--- config.mk ---
export PLATFORM = sky130hd
export DESIGN_NAME = uart_rx_framed
export DESIGN_NICKNAME = d
export VERILOG_FILES = /design/src/rtl/uart_rx_framed.sv
export SDC_FILE = /design/constraint.sdc
export NUM_CORES = 1
export LEC_CHECK = 0
export CORE_MARGIN = 4
export CORE_UTILIZATION = 57
export DETAILED_ROUTE_END_ITERATION = 7
export GPL_ROUTABILITY_DRIVEN = 0
export GPL_TIMING_DRIVEN = 0
export PLACE_DENSITY_LB_ADDON = 0.05
export SYNTH_ARGS = -nofsm -noshare
export SYNTH_HDL_FRONTEND = slang
export SYNTH_SLANG_ARGS = --single-unit
--- constraint.sdc ---
create_clock -name i_clk -period 2.2 [get_ports i_clk]
set_input_delay 0.33 -clock i_clk [delete_from_list [all_inputs] [get_ports i_clk]]
set_output_delay 0.33 -clock i_clk [all_outputs]
set_load 0.02 [all_outputs]
--- src/rtl/uart_rx_framed.sv ---
// +----------------------------------------------------------------------------+
// | uart_rx_framed: oversampled UART receiver with parity, framing and break    |
// | Revision: 1.0                                                              |
// +----------------------------------------------------------------------------+
`default_nettype none

module uart_rx_framed #(
  parameter int I_CLOCK_FREQ = 50_000_000,
  parameter int BAUD_RATE    = 115200,
  parameter int DATA_BITS    = 8,
  parameter int PARITY       = 0,
  parameter int STOP_BITS    = 1
) (
  input  logic                 i_clk,
  input  logic                 i_rst,
  input  logic                 i_rx,
  output logic                 o_rdy,
  output logic [DATA_BITS-1:0] o_data,
  output logic                 o_parity_err,
  output logic                 o_frame_err,
  output logic                 o_break,
  output logic                 o_busy
);

  localparam int CLKS_PER_BIT = I_CLOCK_FREQ / BAUD_RATE;
  localparam int H            = CLKS_PER_BIT / 2;
  localparam int CW           = $clog2(CLKS_PER_BIT);
  localparam logic [CW-1:0] C_CNT_LAST = CW'(CLKS_PER_BIT - 1);
  localparam logic [CW-1:0] C_SAMP0    = CW'(H - 1);
  localparam logic [CW-1:0] C_SAMP1    = CW'(H);
  localparam logic [CW-1:0] C_SAMP2    = CW'(H + 1);
  localparam logic [3:0]    C_BIT_LAST = 4'(DATA_BITS - 1);
  localparam logic          C_STOP_LAST = 1'(STOP_BITS - 1);
  localparam logic          C_ODD      = (PARITY == 1);

  if (CLKS_PER_BIT < 8 || DATA_BITS < 5 || DATA_BITS > 9 || PARITY < 0 || PARITY > 2 ||
      (STOP_BITS != 1 && STOP_BITS != 2)) begin : g_param_check
    $error("uart_rx_framed: illegal parameter combination");
  end

  typedef enum logic [2:0] {
    S_IDLE   = 3'd0,
    S_START  = 3'd1,
    S_DATA   = 3'd2,
    S_PARITY = 3'd3,
    S_STOP   = 3'd4
  } state_t;

  state_t               state_q, state_d;
  logic                 sync1_q, sync2_q, hist_q;
  logic [CW-1:0]        cnt_q, cnt_d;
  logic [3:0]           bit_idx_q, bit_idx_d;
  logic                 stop_idx_q, stop_idx_d;
  logic                 samp0_q, samp0_d, samp1_q, samp1_d;
  logic [DATA_BITS-1:0] shreg_q, shreg_d;
  logic                 perr_acc_q, perr_acc_d, ferr_acc_q, ferr_acc_d, brk_acc_q, brk_acc_d;
  logic                 rdy_q, rdy_d, perr_q, perr_d, ferr_q, ferr_d, brk_q, brk_d;
  logic [DATA_BITS-1:0] data_q, data_d;
  logic                 w_maj, w_mid, w_bit_end, w_ferr, w_brk;

  assign w_maj     = (samp0_q & samp1_q) | (samp0_q & sync2_q) | (samp1_q & sync2_q);
  assign w_mid     = (cnt_q == C_SAMP2);
  assign w_bit_end = (cnt_q == C_CNT_LAST);
  assign w_ferr    = ferr_acc_q | ~w_maj;
  // Only the first stop bit participates in break detection.
  assign w_brk     = (stop_idx_q == 1'b0) ? (brk_acc_q & ~w_maj) : brk_acc_q;

  always_comb begin
    state_d    = state_q;
    cnt_d      = w_bit_end ? '0 : cnt_q + 1'b1;
    bit_idx_d  = bit_idx_q;
    stop_idx_d = stop_idx_q;
    samp0_d    = (cnt_q == C_SAMP0) ? sync2_q : samp0_q;
    samp1_d    = (cnt_q == C_SAMP1) ? sync2_q : samp1_q;
    shreg_d    = shreg_q;
    perr_acc_d = perr_acc_q;
    ferr_acc_d = ferr_acc_q;
    brk_acc_d  = brk_acc_q;
    rdy_d      = 1'b0;
    data_d     = data_q;
    perr_d     = perr_q;
    ferr_d     = ferr_q;
    brk_d      = brk_q;
    case (state_q)
      S_IDLE: begin
        cnt_d = '0;
        if (hist_q && !sync2_q) begin
          state_d    = S_START;
          bit_idx_d  = '0;
          stop_idx_d = 1'b0;
          perr_acc_d = 1'b0;
          ferr_acc_d = 1'b0;
          brk_acc_d  = 1'b1;
        end
      end
      S_START: begin
        if (w_mid && w_maj) begin
          state_d = S_IDLE;
          cnt_d   = '0;
        end else if (w_bit_end) begin
          state_d = S_DATA;
        end
      end
      S_DATA: begin
        if (w_mid) begin
          shreg_d   = {w_maj, shreg_q[DATA_BITS-1:1]};
          brk_acc_d = brk_acc_q & ~w_maj;
        end
        if (w_bit_end) begin
          if (bit_idx_q == C_BIT_LAST) state_d = (PARITY != 0) ? S_PARITY : S_STOP;
          else bit_idx_d = bit_idx_q + 4'd1;
        end
      end
      S_PARITY: begin
        if (w_mid) begin
          perr_acc_d = (^shreg_q) ^ w_maj ^ C_ODD;
          brk_acc_d  = brk_acc_q & ~w_maj;
        end
        if (w_bit_end) state_d = S_STOP;
      end
      S_STOP: begin
        if (w_mid) begin
          ferr_acc_d = w_ferr;
          brk_acc_d  = w_brk;
          // Finish right after the last sample so a new start edge can land mid-stop-bit.
          if (stop_idx_q == C_STOP_LAST) begin
            state_d = S_IDLE;
            cnt_d   = '0;
            rdy_d   = 1'b1;
            data_d  = shreg_q;
            perr_d  = perr_acc_q;
            ferr_d  = w_ferr;
            brk_d   = w_brk;
          end
        end else if (w_bit_end) begin
          stop_idx_d = 1'b1;
        end
      end
      default: begin
        state_d = S_IDLE;
        cnt_d   = '0;
      end
    endcase
  end

  always_ff @(posedge i_clk) begin
    if (i_rst) begin
      state_q    <= S_IDLE;
      sync1_q    <= 1'b1;
      sync2_q    <= 1'b1;
      hist_q     <= 1'b1;
      cnt_q      <= '0;
      bit_idx_q  <= '0;
      stop_idx_q <= 1'b0;
      samp0_q    <= 1'b1;
      samp1_q    <= 1'b1;
      shreg_q    <= '0;
      perr_acc_q <= 1'b0;
      ferr_acc_q <= 1'b0;
      brk_acc_q  <= 1'b0;
      rdy_q      <= 1'b0;
      data_q     <= '0;
      perr_q     <= 1'b0;
      ferr_q     <= 1'b0;
      brk_q      <= 1'b0;
    end else begin
      state_q    <= state_d;
      sync1_q    <= i_rx;
      sync2_q    <= sync1_q;
      hist_q     <= sync2_q;
      cnt_q      <= cnt_d;
      bit_idx_q  <= bit_idx_d;
      stop_idx_q <= stop_idx_d;
      samp0_q    <= samp0_d;
      samp1_q    <= samp1_d;
      shreg_q    <= shreg_d;
      perr_acc_q <= perr_acc_d;
      ferr_acc_q <= ferr_acc_d;
      brk_acc_q  <= brk_acc_d;
      rdy_q      <= rdy_d;
      data_q     <= data_d;
      perr_q     <= perr_d;
      ferr_q     <= ferr_d;
      brk_q      <= brk_d;
    end
  end

  assign o_rdy        = rdy_q;
  assign o_data       = data_q;
  assign o_parity_err = perr_q;
  assign o_frame_err  = ferr_q;
  assign o_break      = brk_q;
  assign o_busy       = (state_q != S_IDLE);

endmodule

`default_nettype wire

==> metrics.txt <==
status=finished, final reports clean; Power Total=1510 µW; Hold Path Class=input pin to flip-flop; final wirelength=3870 µm; Critical Path Max Stage Delay=0.55 ns; Final ANT Viol Nets=0; Setup TNS=0 ns; Fmax achieved=487 MHz; die area=4740 µm²; r2r setup slk=0.38 ns; Post-Synth XOR/XNOR Area=6.65%; Die Span Y=68.8 µm; compound-cell area share of the yosys netlist=11.8%; simple-gate share of the synthesized area=22.7%; worst flop-to-flop path endpoint=bit_idx_q[3]$_SDFFE_PP0P_; clk buf depth=2; yosys warns=0; Sink Count=45; H-tree depth=2; Critical R2R Launch=cnt_q[0]$_SDFF_PP0_; syn avg cell area=9.63 µm²; largest net degree at the start of global routing=15; synthesis-stage register bit count=45; 1st-iter DRT viols=75; crit path cell chain=buf_6, or3_1, clkdlybuf4s50_1; Pre-antenna DRT Iters=4; Synth Instances=219; Worst EP required=1.87 ns; Hold Path End=perr_acc_q$_SDFFE_PP0P_; post-CTS sizing=0; final setup margin=0.148 ns; ant diodes=0; setup violators final=0; Leak Pwr=0.000949 µW; average via count per standard cell=5.41; ys flop type=dfxtp_1; CTS Hold Bufs=0; adder-cell share of the synthesized area=3.50%; # IOs=16; Startpoint Class=flip-flop; PortBufs=14; Site Rows=21; die width=68.8 µm; Crit Path Max Fanout=10; post-synthesis mux area share=8.07%; starting density of the core=61.3%; total core area=3440 µm²; Worst R2R Path Depth=6; most frequent cells in the layout=45 x dfxtp_1, 38 x nor2_1, 17 x mux2i_1, 14 x clkdlybuf4s50_1, 12 x xnor2_1; Yosys cell types=50; unrepaired setup endpoints after global routing=no; Tot GR Track Use=19.2%; main combinational cell family by area after synthesis=simple AND/OR/NAND/NOR gates; Slew headroom=61.6%; share of post-route cells with drive strength above 1=13.7%; final std cells w/o fill=287; Clock Skew=0.00447 ns; Worst-Margin Slew=0.570 ns; WL/cell=13.5 µm; number of flops mapped to enable cells by yosys=0; worst vdd ir=0.000547 V; Skew-Pair Late Insertion Delay=0.30 ns; global-route wire length before repair=6760 µm; Inst Count DP=279; crit end category=primary output; CP Data Arrival Time=1.72 ns; Pins Over Slew Limit=0; Power Dens Cells=624 nW/µm²; post-DP HPWL=2880 µm; # fillers=281; min-delay src=i_rst; CTS tree=done; clock period minus worst slack=2.05 ns; Post-Syn Area=2110 µm²; Place WS=0.404 ns; worst hold path depth=2; commonest non-fill, non-tap cell in the layout=dfxtp_1; Clock Tree Root=clkbuf_8; CP Class=flip-flop to primary output; Final Hold Fails=0; worst hold slack=0.250 ns; CTS buffer count=5; CP max-delay cell=clkdlybuf4s50_1; GRT overflow=0; CTS clock-pin slew for the worst setup and hold paths=0.08 ns; Area growth, synth to finish=15.1%; max cap viols=0; asr flop ratio synth=0%; sequential share of the synthesized area=42.7%; DR vias=1552; Final nets=248; initial antenna violation count=0; Remaining DRCs=0; Setup Fix Bufs, Post-CTS=0; vias in the first global route=1488; Final period util=93.3%; Mapped Nets=227
## final cells by class
type | count | area, µm² | share of cell area, %
clock inverter | 2 | 37.5 | 1.55
multi-input combinational | 159 | 1110 | 45.8
tap | 46 | 57.6 | 2.37
timing repair buffer | 14 | 140 | 5.78
sequential | 45 | 901 | 37.1
inverter | 6 | 22.5 | 0.928
buffer | 9 | 73.8 | 3.04
clock buffer | 6 | 82.6 | 3.40
## cell usage after synthesis (all sizes together), types with 2 or more instances
cell / n / share of area, %
a211o: 2 / 0.83
a21boi: 2 / 0.71
a21oi: 9 / 2.1
a311o: 2 / 0.95
a31oi: 2 / 1.3
and2: 4 / 1.2
and3: 3 / 1.2
and4bb: 2 / 1.2
buf: 5 / 2.3
clkbuf: 4 / 1.2
dfxtp: 45 / 43
ha: 5 / 3.0
inv: 6 / 1.1
mux2i: 17 / 8.1
nand2: 10 / 1.8
nand2b: 3 / 0.89
nand3: 5 / 1.8
nand4: 2 / 0.59
nor2: 39 / 7.1
nor3: 5 / 1.7
o211ai: 2 / 0.71
o21ai: 9 / 2.3
or2: 3 / 0.89
or3: 4 / 1.2
xnor2: 12 / 5.0
xor2: 4 / 1.7
## logic make-up (layout without fill, tap and decap cells)
family	count (synthesis)	after routing
fa+ha+maj	6	6
simple gates	85	85
buf+inv	15	37
xor+xnor	16	16
compound gates	35	35
flops	45	45
mux	17	17
## metrics by stage
step                      util (%)  instance area (µm²)
final                         70.5                 2430
after global routing          70.5                 2430
after CTS                     70.5                 2430
after detailed placement      67.0                 2310
after global placement        67.0                 2310
after floorplan                  -                 2110
## registers in the layout, indices dropped and copies added, names as in the netlist, 3 cells and up
signal,count
cnt_q,9
state_q,3
shreg_q,8
o_data,8
bit_idx_q,4
## metal layers
metal | up-vias | global-route usage [%] | wire length, µm | share of wire (%)
met5 | - | 0 | 0 | 0
li1 | 793 | - | - | -
met4 | 0 | 8.76 | 89 | 2.3
met1 | 725 | 23.5 | 1780 | 46
met3 | 9 | 4.38 | 120 | 3.1
met2 | 25 | 31.9 | 1880 | 49
## worst max-delay path, delay by kind of cell (launching register included)
kind                   cells  cell delay, ns
flip-flops                 1            0.35
AND/OR/NAND/NOR            1            0.38
buffers and inverters      2            0.70
## power breakdown
part           leakage, µW  switching (µW)  internal, µW
clock            0.0000574             276           369
sequential        0.000363            5.34           819
combinational     0.000528            27.1          18.2
total             0.000949             308          1210
## worst max-delay path by stage
stage	from	endpoint	slack, ns
after floorplan	cnt_q[0]$_SDFF_PP0_	bit_idx_q[3]$_SDFFE_PP0P_	0.56
after global placement	cnt_q[0]$_SDFF_PP0_	bit_idx_q[3]$_SDFFE_PP0P_	0.47
after detailed placement	cnt_q[0]$_SDFF_PP0_	bit_idx_q[3]$_SDFFE_PP0P_	0.40
after CTS	state_q[2]$_SDFFE_PP0P_	o_busy	0.13
after global routing	state_q[2]$_SDFFE_PP0P_	o_busy	0.08
final	state_q[2]$_SDFFE_PP0P_	o_busy	0.15
Note: power is estimated with default switching activity, not from simulation.
